<file path="src/rtl/uart_tx_param.sv">
// uart_tx_param: parametrised UART transmitter with valid/ready handshake.
// Frame: start bit, DATA_W data bits LSB first, optional parity, STOP_BITS stop bits.
// Optional feature macro: UART_TX_PARITY_EN inserts a parity bit after the data bits
// (even parity, or odd parity when PARITY_ODD=1). Without it PARITY_ODD is unused.
module uart_tx_param #(
  parameter int unsigned DATA_W       = 8,
  parameter int unsigned CLKS_PER_BIT = 16,
  parameter int unsigned STOP_BITS    = 1,
  parameter int unsigned PARITY_ODD   = 0
) (
  input  logic              t_clk,
  input  logic              t_rst,
  input  logic [DATA_W-1:0] data,
  input  logic              tx_valid,
  output logic              tx_ready,
  output logic              tx_out,
  output logic              tx_busy,
  output logic              tx_done
);

  localparam int unsigned CNT_W = $clog2(CLKS_PER_BIT);
  localparam int unsigned IDX_W = $clog2(DATA_W);

  typedef enum logic [2:0] {
    S_IDLE,
    S_START,
    S_DATA,
`ifdef UART_TX_PARITY_EN
    S_PARITY,
`endif
    S_STOP
  } state_t;

  state_t              state_q, state_d;
  logic [CNT_W-1:0]    baud_q, baud_d;
  logic [IDX_W-1:0]    idx_q, idx_d;
  logic [DATA_W-1:0]   shift_q, shift_d;
  logic                tx_out_d, tx_ready_d, tx_busy_d, tx_done_d;
  logic                bit_end;
`ifdef UART_TX_PARITY_EN
  logic                parity_q, parity_d;
`endif

  // State, counters, shift register and registered outputs
  always_ff @(posedge t_clk or negedge t_rst) begin
    if (!t_rst) begin
      state_q  <= S_IDLE;
      baud_q   <= '0;
      idx_q    <= '0;
      shift_q  <= '0;
      tx_out   <= 1'b1;
      tx_ready <= 1'b1;
      tx_busy  <= 1'b0;
      tx_done  <= 1'b0;
`ifdef UART_TX_PARITY_EN
      parity_q <= 1'b0;
`endif
    end else begin
      state_q  <= state_d;
      baud_q   <= baud_d;
      idx_q    <= idx_d;
      shift_q  <= shift_d;
      tx_out   <= tx_out_d;
      tx_ready <= tx_ready_d;
      tx_busy  <= tx_busy_d;
      tx_done  <= tx_done_d;
`ifdef UART_TX_PARITY_EN
      parity_q <= parity_d;
`endif
    end
  end

  // Next-state, counter and next-output logic; line level is chosen one cycle ahead
  always_comb begin
    state_d   = state_q;
    baud_d    = baud_q;
    idx_d     = idx_q;
    shift_d   = shift_q;
    tx_out_d  = tx_out;
    tx_done_d = 1'b0;
`ifdef UART_TX_PARITY_EN
    parity_d  = parity_q;
`endif
    bit_end   = (baud_q == CNT_W'(CLKS_PER_BIT - 1));

    if (state_q != S_IDLE) begin
      baud_d = bit_end ? '0 : baud_q + CNT_W'(1);
    end

    case (state_q)
      S_IDLE: begin
        tx_out_d = 1'b1;
        if (tx_valid && tx_ready) begin
          state_d  = S_START;
          shift_d  = data;
          baud_d   = '0;
          idx_d    = '0;
          tx_out_d = 1'b0;
`ifdef UART_TX_PARITY_EN
          parity_d = (^data) ^ 1'(PARITY_ODD);
`endif
        end
      end
      S_START: begin
        if (bit_end) begin
          state_d  = S_DATA;
          idx_d    = '0;
          tx_out_d = shift_q[0];
        end
      end
      S_DATA: begin
        if (bit_end) begin
          if (idx_q == IDX_W'(DATA_W - 1)) begin
            idx_d = '0;
`ifdef UART_TX_PARITY_EN
            state_d  = S_PARITY;
            tx_out_d = parity_q;
`else
            state_d  = S_STOP;
            tx_out_d = 1'b1;
`endif
          end else begin
            idx_d    = idx_q + IDX_W'(1);
            shift_d  = shift_q >> 1;
            tx_out_d = shift_q[1];
          end
        end
      end
`ifdef UART_TX_PARITY_EN
      S_PARITY: begin
        if (bit_end) begin
          state_d  = S_STOP;
          idx_d    = '0;
          tx_out_d = 1'b1;
        end
      end
`endif
      S_STOP: begin
        tx_out_d = 1'b1;
        if (bit_end) begin
          if (idx_q == IDX_W'(STOP_BITS - 1)) begin
            state_d   = S_IDLE;
            idx_d     = '0;
            tx_done_d = 1'b1;
          end else begin
            idx_d = idx_q + IDX_W'(1);
          end
        end
      end
      default: begin
        state_d  = S_IDLE;
        tx_out_d = 1'b1;
      end
    endcase

    tx_ready_d = (state_d == S_IDLE);
    tx_busy_d  = ~tx_ready_d;
  end

endmodule
</file>
<file path="config.mk">
export PLATFORM = sky130hd
export DESIGN_NAME = uart_tx_param
export DESIGN_NICKNAME = d
export VERILOG_FILES = /design/src/rtl/uart_tx_param.sv
export SDC_FILE = /design/constraint.sdc
export NUM_CORES = 1
export LEC_CHECK = 0
export ABC_AREA = 0
export BUFFER_PORTS_ARGS = -buffer_cell sky130_fd_sc_hd__buf_2
export CAP_MARGIN = 20
export CORE_ASPECT_RATIO = 0.9
export CORE_MARGIN = 1.5
export CORE_UTILIZATION = 56
export DETAILED_ROUTE_END_ITERATION = 10
export GPL_TIMING_DRIVEN = 0
export HOLD_SLACK_MARGIN = 0.05
export PLACE_DENSITY = 0.8
export SLEW_MARGIN = 20
export SYNTH_ARGS = -nofsm -noshare
export SYNTH_HDL_FRONTEND = slang
export SYNTH_SLANG_ARGS = --single-unit
</file>
<file path="constraint.sdc">
create_clock -name t_clk -period 2.1 [get_ports t_clk]
set_input_delay 0.21 -clock t_clk [delete_from_list [all_inputs] [get_ports t_clk]]
set_output_delay 0.21 -clock t_clk [all_outputs]
set_load 0.03 [all_outputs]
</file>
==> results.sh <==
export IMPL_worstSetupEndpointType="flop"
export IMPL_io_pins=15
export IMPL_critPathKind="reg -> reg"
export IMPL_fin_nets=150
export IMPL_hold_ws_ps=127
export IMPL_crit_slowest_cell="nor3_1"
export IMPL_antenna_found_initial=0
export IMPL_die_y_um=46.4
export IMPL_relSlewSlack=0.552
export IMPL_routedWlPerCell_um=13.9
export IMPL_yosys_area_share_simple=0.212
export IMPL_clock_sinks=22
export IMPL_synthAdderAreaFrac=0.0427
export IMPL_routed_wl_um=2210
export IMPL_vias=916
export IMPL_synth_xor_area_frac=0.00747
export IMPL_core_um2=1950
export IMPL_cp_max_fo=10
export IMPL_antenna_cells=0
export IMPL_place_hpwl_um=1590
export IMPL_grt_max_degree=23
export IMPL_min_period_ps=1960
export IMPL_routed_via_density=5.76
export IMPL_yosysWarnings=0
export IMPL_status="finished, final reports clean"
export IMPL_clk_latency_ps=310
export IMPL_setup_viol=0
export IMPL_drv_slew=0
export IMPL_syn_nets=130
export IMPL_cts_made_buffers=3
export IMPL_firstDrtPassIters=4
export IMPL_yosysSeqAreaShare=0.472
export IMPL_syn_area_per_cell_um2=10.2
export IMPL_dieArea_um2=2380
export IMPL_cp_arrival_ps=2160
export IMPL_tns_ps=0
export IMPL_htreeDepth=1
export IMPL_drt_iter0_drc=27
export IMPL_cp_cell_sequence="buf_6 > nor3_1 > nand3_1 > o31ai_2 > mux2_4"
export IMPL_die_w_um=51.2
export IMPL_rows=15
export IMPL_start_util=0.601
export IMPL_drive_gt1_frac=0.224
export IMPL_synth_top_family_by_area="simple AND/OR/NAND/NOR gates"
export IMPL_synthesis_area_um2=1170
export IMPL_max_slew_worst_pin_slew_ps=668
export IMPL_numPortBuffers=14
export IMPL_synth_distinct_cells=33
export IMPL_rsz0062_at_grt="false"
export IMPL_ant_nets=0
export IMPL_power_leakage_uw=0.000589
export IMPL_grt_pass1_wl_um=3570
export IMPL_cts_clk_slew_worst_paths_ps=110
export IMPL_max_stage_delay_ps=550
export IMPL_syn_inst=115
export IMPL_max_cap_violations=0
export IMPL_grt_usage=0.208
export IMPL_post_route_period_util=0.932
export IMPL_max_freq_ghz=0.511
export IMPL_synthToLayoutAreaGrowth_pct=13.0
export IMPL_r2r_start="state_q[0]$_DFF_PN0_"
export IMPL_grt_ovfl_total=0
export IMPL_cp_start_kind="flop"
export IMPL_synth_compound_area_frac=0.132
export IMPL_synth_mux_area_frac=0.0896
export IMPL_hp_class="in -> reg"
export IMPL_grt_pass1_vias=801
export IMPL_placed_cells=154
export IMPL_final_core_util=0.679
export IMPL_ys_ff_latch=22
export IMPL_clockBufferDepth=2
export IMPL_powerDensity_nw_per_um2=825
export IMPL_place_gp_congestion=0.825
export IMPL_min_from="data[7]"
export IMPL_timing_hold_violations_final=0
export IMPL_worstPathRequired_ps=2300
export IMPL_finalClockSkew_ps=1.19
export IMPL_tritoncts="yes"
export IMPL_final_cell_count_no_fill=159
export IMPL_place_area_um2=1270
export IMPL_drc=0
export IMPL_design_area_um2=1330
export IMPL_cts_root_buf="clkbuf_4"
export IMPL_ir_worst_vdd_uv=645
export IMPL_cp_startpoint="state_q[0]$_DFF_PN0_"
[timing repair]
action	CTS	global route
hold endpoints to repair	20	0
endpoints found under the setup margin	0	1
gates resized for setup	0	1
buffers inserted	0	0
hold buffers	1	0
[cell type report]
class                           instances  area [µm²]
Buffer                                  5        36.3
Sequential cell                        22         553
Clock buffer                            4        36.3
Multi-Input combinational cell         85         577
Timing Repair Buffer                   15        80.1
Fill cell                             161         627
Tap cell                               25        31.3
Inverter                                3        11.3
[cells in the final DEF (no fill, tap or decap), types with 2 or more instances in the layout]
master     n
buf_6      2
nand3_1    8
ha_1       4
a21oi_1    9
dfstp_2    2
dfrtp_1   20
nor2_1    15
clkbuf_4   3
nand3b_1   2
inv_1      3
nand2_1    5
or3_1      2
mux2i_1    9
a21oi_2    2
nor3_1     4
a221oi_1   2
nor3b_1    2
and3_1     2
o21ai_0    5
buf_2     16
[power breakdown]
part / switching [µW] / internal, µW
Clock: 124 / 106
Sequential: 77.7 / 522
Combinational: 149 / 114
Total: 351 / 742
[sequential cells by signal (all words and copies together) (netlist names)]
signal,flops
baud_q,4
idx_q,3
shift_q,8
state_q,3
tx_busy,1
tx_done,1
tx_out,1
tx_ready,1
[worst max-delay path: cells and delay by family, from the launching register on]
kind | cells | cell delay [ps]
AOI/OAI and AO/OA | 1 | 160
buffers and inverters | 1 | 150
DFF | 1 | 420
muxes | 1 | 330
and+or+nand+nor | 2 | 770
[cells by family after synthesis]
group / count (synthesis)
adder cells (fa/ha/maj): 4
flip-flops: 22
AO/OA/AOI/OAI: 22
AND/OR/NAND/NOR: 47
multiplexers: 10
XOR/XNOR: 1
buffers and inverters: 8
other: 1
[metrics by stage]
step	power [µW]	setup slack, ps
finish	1090	144
global route	1160	75.5
floorplan	785	407
CTS	1090	120
detailed placement	866	127
global placement	848	201
[synthesized netlist by cell type]
master | number | area (µm²)
nand3b_1 | 2 | 15.0
and3_1 | 2 | 12.5
buf_6 | 2 | 22.5
xor2_1 | 1 | 8.76
nor2_1 | 15 | 56.3
nand2_1 | 5 | 18.8
or2_2 | 1 | 6.26
nand3_1 | 8 | 40.0
o32ai_4 | 1 | 27.5
o21ai_0 | 5 | 25.0
o31ai_1 | 2 | 15.0
inv_1 | 3 | 11.3
mux2i_1 | 9 | 90.1
nor4bb_1 | 1 | 10.0
dfrtp_1 | 20 | 500
nor3_1 | 4 | 20.0
dfstp_2 | 2 | 52.6
conb_1 | 1 | 3.75
and4b_1 | 1 | 10.0
or3_1 | 2 | 12.5
mux2_4 | 1 | 15.0
a21oi_1 | 9 | 45.0
buf_2 | 2 | 10.0
and4_1 | 1 | 8.76
nand2b_1 | 1 | 6.26
a221oi_1 | 2 | 17.5
clkbuf_1 | 1 | 3.75
or3b_1 | 1 | 8.76
a21o_1 | 1 | 7.51
nor4b_1 | 1 | 8.76
ha_1 | 4 | 50.1
nor3b_1 | 2 | 15.0
a21oi_2 | 2 | 17.5
[routing by layer]
layer	track usage	wire (µm)
met1	0.305	1100
met2	0.309	999
met3	0.0390	74
met4	0.0789	36
met5	0	0
[path summary, 6_finish.rpt]
path,endpoint,slack (ps),cells past startpoint
setup / recovery,idx_q[0]$_DFFE_PN0P_,140,5
hold / removal,shift_q[7]$_DFFE_PN0P_,130,3
setup reg to reg,idx_q[0]$_DFFE_PN0P_,140,5
hold reg to reg,tx_out$_DFFE_PN1P_,500,2
max in group asynchronous,tx_ready$_DFF_PN1_,1370,2
min in group asynchronous,baud_q[2]$_DFF_PN0_,380,2
No activity file was read; power rests on OpenSTA's default activity.
